### src/rtl/alu_share_arbiter.sv
// rtl/alu_share_arbiter.sv - round-robin time-sharing of one external ALU between two requesters
//
// Ports:
//   clk, rst_n              clock (rising edge), asynchronous active-low reset
//   req_valid/req_ready     per-requester request handshake; ready only in IDLE
//   req{0,1}_a/_b/_op/_cin  requester operands, op code and carry-in
//   rsp_valid/rsp_ready     one-hot response handshake to the granted requester
//   rsp_f, rsp_flags        captured ALU result and {cout, v, z}
//   alu_a/_b/_c/_cin        registered drive to the external ALU
//   alu_f/_cout/_v/_z       external ALU result and flags
//   busy                    high whenever the controller is not IDLE
//   op_count, op_count_sel  completed-op counter and per-requester toggle bits,
//                           present only when ALU_SHARE_OPCOUNT_EN is defined
module alu_share_arbiter #(
  parameter int N = 4
) (
  input  logic         clk,
  input  logic         rst_n,
  input  logic [1:0]   req_valid,
  output logic [1:0]   req_ready,
  input  logic [N-1:0] req0_a,
  input  logic [N-1:0] req0_b,
  input  logic [2:0]   req0_op,
  input  logic         req0_cin,
  input  logic [N-1:0] req1_a,
  input  logic [N-1:0] req1_b,
  input  logic [2:0]   req1_op,
  input  logic         req1_cin,
  output logic [1:0]   rsp_valid,
  input  logic [1:0]   rsp_ready,
  output logic [N-1:0] rsp_f,
  output logic [2:0]   rsp_flags,
  output logic [N-1:0] alu_a,
  output logic [N-1:0] alu_b,
  output logic [2:0]   alu_c,
  output logic         alu_cin,
  input  logic [N-1:0] alu_f,
  input  logic         alu_cout,
  input  logic         alu_v,
  input  logic         alu_z,
  output logic         busy
`ifdef ALU_SHARE_OPCOUNT_EN
  ,
  output logic [15:0]  op_count,
  output logic [1:0]   op_count_sel
`endif
);

  typedef enum logic [1:0] {
    ST_IDLE = 2'd0,
    ST_EXEC = 2'd1,
    ST_RESP = 2'd2
  } state_t;

  state_t state;
  state_t state_nxt;

  logic last_grant;   // requester granted most recently; loses the next tie
  logic grant_id;     // requester owning the operation in flight
  logic grant;        // combinational winner while IDLE
  logic grant_any;
  logic req_fire;
  logic rsp_fire;

  // Next-state, grant and handshake decode
  always_comb begin
    state_nxt = state;
    req_ready = 2'b00;
    req_fire  = 1'b0;
    rsp_fire  = 1'b0;
    grant_any = |req_valid;
    // A lone requester wins outright; on a tie the one not served last wins.
    if (req_valid == 2'b11) begin
      grant = ~last_grant;
    end else begin
      grant = req_valid[1];
    end

    case (state)
      ST_IDLE: begin
        if (grant_any) begin
          req_ready = grant ? 2'b10 : 2'b01;
          req_fire  = 1'b1;
          state_nxt = ST_EXEC;
        end
      end
      ST_EXEC: begin
        state_nxt = ST_RESP;
      end
      ST_RESP: begin
        // Only the owner's rsp_ready matters; the other bit is ignored.
        if (rsp_ready[grant_id]) begin
          rsp_fire  = 1'b1;
          state_nxt = ST_IDLE;
        end
      end
      default: begin
        state_nxt = ST_IDLE;
      end
    endcase
  end

  // State register
  always_ff @(posedge clk or negedge rst_n) begin
    if (!rst_n) begin
      state <= ST_IDLE;
    end else begin
      state <= state_nxt;
    end
  end

  // Grant bookkeeping; last_grant resets to 1 so requester 0 wins the first tie
  always_ff @(posedge clk or negedge rst_n) begin
    if (!rst_n) begin
      last_grant <= 1'b1;
      grant_id   <= 1'b0;
    end else if (req_fire) begin
      last_grant <= grant;
      grant_id   <= grant;
    end
  end

  // ALU drive registers: loaded only on a request handshake and otherwise
  // left alone so the shared ALU never sees idle-time toggling.
  always_ff @(posedge clk or negedge rst_n) begin
    if (!rst_n) begin
      alu_a   <= '0;
      alu_b   <= '0;
      alu_c   <= 3'b000;
      alu_cin <= 1'b0;
    end else if (req_fire) begin
      if (grant) begin
        alu_a   <= req1_a;
        alu_b   <= req1_b;
        alu_c   <= req1_op;
        alu_cin <= req1_cin;
      end else begin
        alu_a   <= req0_a;
        alu_b   <= req0_b;
        alu_c   <= req0_op;
        alu_cin <= req0_cin;
      end
    end
  end

  // Response capture at the end of EXEC; held until the owner accepts
  always_ff @(posedge clk or negedge rst_n) begin
    if (!rst_n) begin
      rsp_valid <= 2'b00;
      rsp_f     <= '0;
      rsp_flags <= 3'b000;
    end else if (state == ST_EXEC) begin
      rsp_valid <= grant_id ? 2'b10 : 2'b01;
      rsp_f     <= alu_f;
      rsp_flags <= {alu_cout, alu_v, alu_z};
    end else if (rsp_fire) begin
      rsp_valid <= 2'b00;
    end
  end

  assign busy = (state != ST_IDLE);

`ifdef ALU_SHARE_OPCOUNT_EN
  // Completed-op counter (wraps naturally) and per-requester toggle bits
  always_ff @(posedge clk or negedge rst_n) begin
    if (!rst_n) begin
      op_count     <= 16'h0000;
      op_count_sel <= 2'b00;
    end else if (rsp_fire) begin
      op_count     <= op_count + 16'd1;
      op_count_sel <= op_count_sel ^ (grant_id ? 2'b10 : 2'b01);
    end
  end
`endif

endmodule

### config.mk
export PLATFORM = sky130hd
export DESIGN_NAME = alu_share_arbiter
export DESIGN_NICKNAME = d
export VERILOG_FILES = /design/src/rtl/alu_share_arbiter.sv
export SDC_FILE = /design/constraint.sdc
export NUM_CORES = 1
export LEC_CHECK = 0
export CAP_MARGIN = 20
export CORE_ASPECT_RATIO = 1.2
export CORE_UTILIZATION = 35
export DETAILED_ROUTE_END_ITERATION = 8
export PLACE_DENSITY = 0.82
export SLEW_MARGIN = 20
export SYNTH_ARGS = -nofsm -noshare
export SYNTH_HDL_FRONTEND = slang
export SYNTH_SLANG_ARGS = --single-unit
### constraint.sdc
create_clock -name clk -period 1.4 [get_ports clk]
set_clock_uncertainty 0.05 [all_clocks]
set_input_delay 0.28 -clock clk [delete_from_list [all_inputs] [get_ports clk]]
set_output_delay 0.28 -clock clk [all_outputs]
set_load 0.03 [all_outputs]
Word-level counts from Yosys, hierarchy flattened --
Cells that the tools add are included.
Cells by class: magnitude comparators 1, eq/ne operators 5, multiplexer cells 20, bitwise logic cells 1, reductions and logical operators 5
Operators by type and width (number):
- $mux 2 | 8
- $mux 1 | 8
- $mux 4 | 2
- $pmux 2 s3 | 1
- $eq 2x2->1 const B | 2
- $ne 2x2->1 const B | 2
- $reduce_bool 2->1 | 2
- $mux 3 | 1
- $eq 2x1->1 const B | 1
- $logic_not 2->1 | 1
- $lt 1x2->1 const B | 1
- $reduce_and 2->1 | 1
- $reduce_or 2->1 | 1
- $not 1->1 | 1
Word-level totals: register bits 25, bits of input ports 37, output and inout bits 24, logic and storage cells 42

Logic depth before layout (Yosys ltp) --
Gate-level depths: netlist of the first run.
depth after elaboration 6, depth in mapped cells 4, mapped depth without buffers 4

Least setup slack after synthesis of the first run --
OpenSTA, ideal clock, no wires.
kind reg2reg, start register state[1], end register alu_a[0], setup time 0.067 ns, arrival 1.398 ns, path slack -0.116 ns, stages on the path, launching flop included 5, path through dfrtp_1 > nor2_4 > inv_2 > nor3_4 > a221o_1
On the way: longest elaborated chain between the ends 2
RTL lines:
- start: declaration | RTL line 55 | state_t state;
- start signal: assignment | RTL line 108 | state <= state_nxt;
- $logic_not 2->1 | RTL line 79 | case (state)
- $mux 1 | RTL line 79
- end signal: assignment | RTL line 133 | alu_a <= req1_a;
- end signal: assignment | RTL line 138 | alu_a <= req0_a;
- end: declaration | RTL line 33 | output logic [N-1:0] alu_a,
Every way passes these cells. A chain may end at the register's enable or synchronous reset.

Final worst setup path of the first run --
start register last_grant, end output req_ready[1]
On the way: longest elaborated chain between the ends 5
RTL lines:
- start: declaration | RTL line 58 | logic last_grant;
- start signal: assignment | RTL line 118 | last_grant <= grant;
- $not 1->1 | RTL line 74 | grant = ~last_grant;
- $mux 1 | RTL line 73 | if (req_valid == 2'b11) begin
- $mux 2 | RTL line 82 | req_ready = grant ? 2'b10 : 2'b01;
- $mux 2 | RTL line 81 | if (grant_any) begin
- $mux 2 | RTL line 79
- end: declaration | RTL line 20 | output logic [1:0] req_ready,
Every way passes these cells.

==> results of run 1 <==
worst register-to-register path, cell delays in order, from the launching register on:
cell	delay, ns
dfstp_2	0.60
a21boi_4	0.10
buf_4	0.16
buf_6	0.11
mux2_4	0.28
mux2_4	0.26
worst min path at each step:
stage / startpoint / endpoint / cells after the start
3_3_place_gp: rsp_f[1] / rsp_f[1] / 1
3_5_place_dp: rsp_flags[0] / rsp_flags[0] / 1
2_1_floorplan: rst_n / alu_a[0] / 0
6_report: rst_n / alu_c[2] / 2
5_1_grt: rst_n / alu_cin / 2
4_1_cts: rst_n / alu_c[2] / 2
synth_stat cells (all sizes together):
cell type | n | area [um^2]
nor3 | 1 | 16.3
a21oi | 2 | 10.0
o21ai | 1 | 8.76
and3 | 8 | 50.1
a221o | 8 | 80.1
dfstp | 1 | 26.3
nand2 | 1 | 3.75
and2 | 1 | 6.26
mux2i | 1 | 10.0
clkbuf | 1 | 5.00
dfrtp | 24 | 601
inv | 4 | 15.0
nor2b | 2 | 12.5
nand3b | 1 | 7.51
o221a | 1 | 11.3
a221oi | 1 | 15.0
a22o | 2 | 17.5
mux2 | 15 | 169
a21o | 2 | 15.0
a21boi | 1 | 18.8
nor2 | 2 | 15.0
a31oi | 1 | 6.26
buf | 3 | 20.0
metrics by stage:
step	util, %	total power [uW]	hold slack, ns
after floorplan	-	2940	-0.0656
after global placement	60.9	4020	0.442
after detailed placement	60.9	4110	0.450
after CTS	65.1	4530	0.236
after global routing	66.8	4920	0.237
final	66.8	4680	0.233
logic make-up (layout without fill, tap and decap cells):
| logic type | Yosys count | count (layout) |
|---|---|---|
| compound gates | 19 | 19 |
| mux | 16 | 16 |
| simple gates | 16 | 16 |
| flops | 25 | 25 |
| buf+inv | 8 | 89 |
sequential cells by signal, indices dropped and copies added, names as in the netlist:
signal,cells
rsp_flags,3
alu_a,4
last_grant,1
alu_cin,1
rsp_f,4
rsp_valid,2
state,2
alu_c,3
grant_id,1
alu_b,4
final cells by class:
class	count	area share [%]
clock buffer	4	1.28
inverter	4	0.972
multi-input combinational	51	26.8
sequential	25	30.5
tap	36	2.19
timing repair buffer	81	38.3
report_power, final:
part / internal [uW] / leakage (uW) / switching (uW)
logic: 1470 / 0.000617 / 1520
registers: 1100 / 0.000297 / 256
clock network: 112 / 0.0000150 / 218
routing by layer:
layer / wire length, um / GRT usage [%] / vias to the layer above
met5: 0 / 0 / -
met3: 155 / 3.52 / 14
li1: - / - / 478
met1: 1210 / 22.2 / 518
met2: 1950 / 36.9 / 46
met4: 144 / 9.62 / 0
repair_timing:
item,CTS,global route
gates resized for setup,76,29
setup endpoints to repair,43,31
gates cloned,0,0
setup buffers,5,4
pin swaps,4,17
==> impl_metrics.json, run 1 <==
{
  "outcome": "complete, but fails checks",
  "violations": "setup timing",
  "final_common_cell": "clkdlybuf4s50_1",
  "endpoint": "req_ready[1]",
  "finalSetupViolCount": 15,
  "p_per_area_nw_per_um2": 2270,
  "vdd_drop_max_uv": 1500,
  "finalCriticalPeriod_ns": 1.67,
  "drc": 0,
  "grt_setup_unrepaired": "true",
  "p_leak_uw": 0.000929,
  "fin_crit_sh_pct": 119,
  "dr.pass1.iters": 4,
  "port_buffers": 60,
  "reg2reg_from": "last_grant",
  "max_cap_violations": 0,
  "final_nets": 203,
  "synth_top_family_by_area": "compound AO/OA/AOI/OAI gates",
  "dp_slack_ns": -0.518,
  "synth_area_um2": 1140,
  "viasPerCell": 5.25,
  "dieHeight_um": 64.5,
  "avgSynthCellArea_um2": 13.6,
  "path_delay_family": "flip-flops",
  "cp_slowest_cell": "dfstp_2",
  "pin_count": 61,
  "drive_above_1_share_pct": 49.7,
  "setup_tns_ns": -2.40,
  "worst_slew_pin_slew_ns": 0.276,
  "routedWlPerCell_um": 17.2,
  "slew_headroom_pct": 81.6,
  "synth-compound-area-share_pct": 16.0,
  "min_path_type": "input pin to asynchronous set/reset pin",
  "synthMuxAreaShare_pct": 15.7,
  "multi_input_area_um2": 552,
  "numCtsBuffers": 3,
  "slowest_delay_ns": 0.42,
  "cts_tree": "built",
  "synth_cells": 84,
  "yosys.area_share.xor_xnor_pct": 0,
  "num_vias": 1056,
  "seqCellArea_um2": 628,
  "clk_latency_ns": 0.32,
  "dp_cells": 190,
  "drt_wl_total_um": 3450,
  "dieArea_um2": 3490,
  "design_area_um2": 2060,
  "core-area_um2": 3080,
  "fmax_mhz": 599,
  "instances_no_fill": 201,
  "area_delta_synth_final_pct": 80.7,
  "grt_first_pass_wirelength_um": 5110,
  "final_cell_mix": "clkdlybuf4s50_1, dfrtp_1, clkdlybuf4s15_2, buf_6, buf_4",
  "crit_buf_inv": 1,
  "hold_viol_final": 0,
  "regToRegEndpoint": "alu_a[3]",
  "die_w_um": 54.1,
  "reg2regPathDepth": 5,
  "grt_max_degree": 26,
  "antenna_found_initial": 0,
  "yosys.area_share.adder_pct": 0,
  "synth_nets": 121,
  "ys_seq_area_share_pct": 55.0,
  "ys_warn_count": 0,
  "drt_iter0_drc": 15,
  "clock_path_buffers": 2,
  "fillCellCount": 239,
  "holdBufCountCts": 0,
  "worstPathArrival_ns": 1.34,
  "root_buffer": "clkbuf_4",
  "core.rowCount": 22,
  "maxSlewViolCount": 0,
  "worstSetupStartpoint": "last_grant",
  "clkTransAtPathRegs_ns": 0.14,
  "grt_pass1_vias": 1108,
  "setup_slack_ns": -0.269,
  "rrSetupSlack_ns": -0.25,
  "initial_utilization_pct": 37.0,
  "final_antenna_net_count": 0,
  "gr-total-overflow": 0,
  "synth_seq_cells": 25,
  "antenna_cells": 0,
  "place_area_um2": 1880,
  "grt_use_total_pct": 20.5,
  "cts.sinks": 25,
  "worstSetupEndpointType": "output pin",
  "gp_congestion": 0.793,
  "cp_max_fo": 5,
  "worst-path-stages": 3,
  "synth_cell_type_count": 27,
  "h-tree-depth": 1,
  "critPathLaunchType": "flop",
  "crit_type": "flop to output pin",
  "crit_chain": "a21boi_4 -> and2_4 -> buf_6",
  "synth_simple_gate_area_share_pct": 9.77,
  "crit_required_ns": 1.07,
  "hpwl_um": 2350
}
(Power assumes the default switching activity.)
==> run 2, diff against run 1 <==
--- a/config.mk
+++ b/config.mk
@@ -7,9 +7,11 @@
 export LEC_CHECK = 0
 export CAP_MARGIN = 20
 export CORE_ASPECT_RATIO = 1.2
-export CORE_UTILIZATION = 35
+export CORE_UTILIZATION = 50
+export CTS_CLUSTER_DIAMETER = 200
 export DETAILED_ROUTE_END_ITERATION = 8
-export PLACE_DENSITY = 0.82
+export DONT_BUFFER_PORTS = 1
+export PLACE_DENSITY = 0.74
 export SLEW_MARGIN = 20
 export SYNTH_ARGS = -nofsm -noshare
 export SYNTH_HDL_FRONTEND = slang
==> run 2 against run 1 <==
  * The flow still finishes with violations (setup timing)
  * Flip-flop and latch count stayed put
  * Cell area is 28% lower
  * Sequential share of layout area is 12 points higher
  * Clock power hardly changed
  * Routed wire length is 27% lower
  * Worst hold slack worse by 0.20 ns
  * Via count is 21% lower
  * Cell count is 31% lower
  * Non-clock buffer count is 57 lower
  * Clock-buffer cell count is 1 lower
  * Sequential power is 45% higher
  * Critical path type unchanged
  * Critical endpoint is now req_ready[0]
  * Largest power group is now registers
  * Highest routed layer unchanged
==> impl_metrics.json, run 2 (synthesis gave the netlist of run 1 again) <==
{
  "outcome": "complete, but fails checks",
  "violations": "setup timing",
  "use_met2_pct": 31.4,
  "h-tree-depth": 1,
  "drive_above_1_share_pct": 50.9,
  "clk_latency_ns": 0.32,
  "cts_tree": "built",
  "p_per_area_nw_per_um2": 2800,
  "seqPwrFrac_pct": 47.5,
  "final_nets": 146,
  "dr.pass1.iters": 4,
  "final_antenna_net_count": 0,
  "cp_max_fo": 5,
  "vdd_drop_max_uv": 1530,
  "grt_max_degree": 26,
  "met3_usage_pct": 5.61,
  "top_regs": "alu_a (4), alu_b (4), rsp_f (4)",
  "use_met1_pct": 23.9,
  "hold_path_end": "alu_a[2]",
  "initial_utilization_pct": 54.4,
  "crit_required_ns": 1.07,
  "instances_no_fill": 138,
  "p_switching_uw": 1860,
  "dp_cells": 120,
  "viasPerCell": 6.01,
  "min_path_type": "input pin to flop",
  "p_leak_uw": 0.000704,
  "antenna_cells": 0,
  "setup_slack_ns": -0.287,
  "maxSlewViolCount": 0,
  "final_util_pct": 70.7,
  "critPathLaunchType": "flop",
  "pin_count": 61,
  "fmax_mhz": 593,
  "crit_type": "flop to output pin",
  "reg2regPathDepth": 6,
  "core.rowCount": 18,
  "p_sw_share_pct": 44.9,
  "max_cap_violations": 0,
  "routedWlPerCell_um": 18.2,
  "slew_headroom_pct": 78.9,
  "final_cell_mix": "dfrtp_1, buf_4, mux2_2, and3_1, a221o_1",
  "hold_viol_final": 0,
  "whs_ns": 0.0376,
  "rrSetupSlack_ns": -0.13,
  "grt_use_total_pct": 19.1,
  "drt_wl_total_um": 2510,
  "drc": 0,
  "power_uw": 4150,
  "port_buffers": 0,
  "clock_path_buffers": 2,
  "min_from": "req0_a[2]",
  "gp_congestion": 0.732,
  "dieArea_um2": 2480,
  "fillCellCount": 164,
  "fin_crit_sh_pct": 120,
  "design_area_um2": 1480,
  "antenna_found_initial": 0,
  "gr-total-overflow": 0,
  "final_common_cell": "dfrtp_1",
  "worstSetupEndpointType": "output pin",
  "root_buffer": "clkbuf_4",
  "reg2reg_from": "state[0]",
  "regToRegEndpoint": "alu_c[1]",
  "place_area_um2": 1240,
  "pwr-share-comb_pct": 44.5,
  "power_frac_clock_pct": 8.0,
  "clkTransAtPathRegs_ns": 0.15,
  "cts.sinks": 25,
  "core-area_um2": 2090,
  "numCtsBuffers": 3,
  "grt_setup_unrepaired": "true",
  "num_vias": 829,
  "worstPathArrival_ns": 1.36,
  "die_w_um": 45.6,
  "area_delta_synth_final_pct": 29.9,
  "grt_pass1_vias": 796,
  "finalSetupViolCount": 17,
  "hpwl_um": 1650,
  "drt_iter0_drc": 25,
  "p_int_uw": 2290,
  "grt_first_pass_wirelength_um": 3370,
  "grt_busiest_layer": "met2",
  "min_path_cells": 1,
  "dieHeight_um": 54.3,
  "finalCriticalPeriod_ns": 1.69,
  "worst_slew_pin_slew_ns": 0.317
}
==> run 2: power by group through the flow <==
stage	Sequential (uW)	Combinational (uW)	Clock, uW
detailed placement	1990	1340	0
finish	1970	1850	332
floorplan	1970	975	0
global route	2010	1980	370
CTS	1970	1620	338
global placement	1970	1280	0
==> run 2: worst max-delay path by stage <==
| stage | startpoint | endpoint | slack [ns] | cells past startpoint |
|---|---|---|---|---|
| 6_report | last_grant | req_ready[0] | -0.29 | 3 |
| 5_1_grt | state[0] | req_ready[0] | -0.32 | 4 |
| 4_1_cts | last_grant | req_ready[0] | -0.27 | 3 |
| 3_5_place_dp | last_grant | alu_cin | -0.07 | 3 |
| 3_3_place_gp | last_grant | alu_c[2] | -0.0009 | 3 |
| 2_1_floorplan | state[0] | alu_a[0] | -0.01 | 4 |
==> run 2: metal layers <==
metal  part of all wire, %  up-vias
met5                     0        -
met3                   7.7        4
met4                  0.84        0
met1                    40      418
li1                      -      365
met2                    52       42
==> run 2: timing repair <==
action | in CTS | in global routing
pin swaps | 5 | 2
resized for setup | 4 | 19
setup buffers | 8 | 2
hold buffers | 2 | 0
endpoints found under the hold margin | 25 | 0
cloned | 1 | 1
endpoints found under the setup margin | 15 | 24
==> run 2: layout make-up <==
cell class	instances	area, um^2	share of cell area (%)
Sequential cell	25	628	42.4
Timing Repair Buffer	24	254	17.2
Tap cell	30	37.5	2.54
Clock buffer	3	22.5	1.52
Multi-Input combinational cell	51	513	34.7
Clock inverter	1	7.51	0.507
Inverter	4	17.5	1.18
==> run 2: metrics by stage <==
step	setup WS [ns]	TNS, ns
3_3_place_gp	-0.000862	-0.000862
4_1_cts	-0.266	-1.84
3_5_place_dp	-0.0677	-0.314
2_1_floorplan	-0.0141	-0.123
6_report	-0.287	-2.04
5_1_grt	-0.319	-2.82
==> run 2: critical path: stages, from the launching register on <==
cell and delay, ns:
dfstp_2 0.60, a21boi_4 0.09, nor3_4 0.18, buf_12 0.17
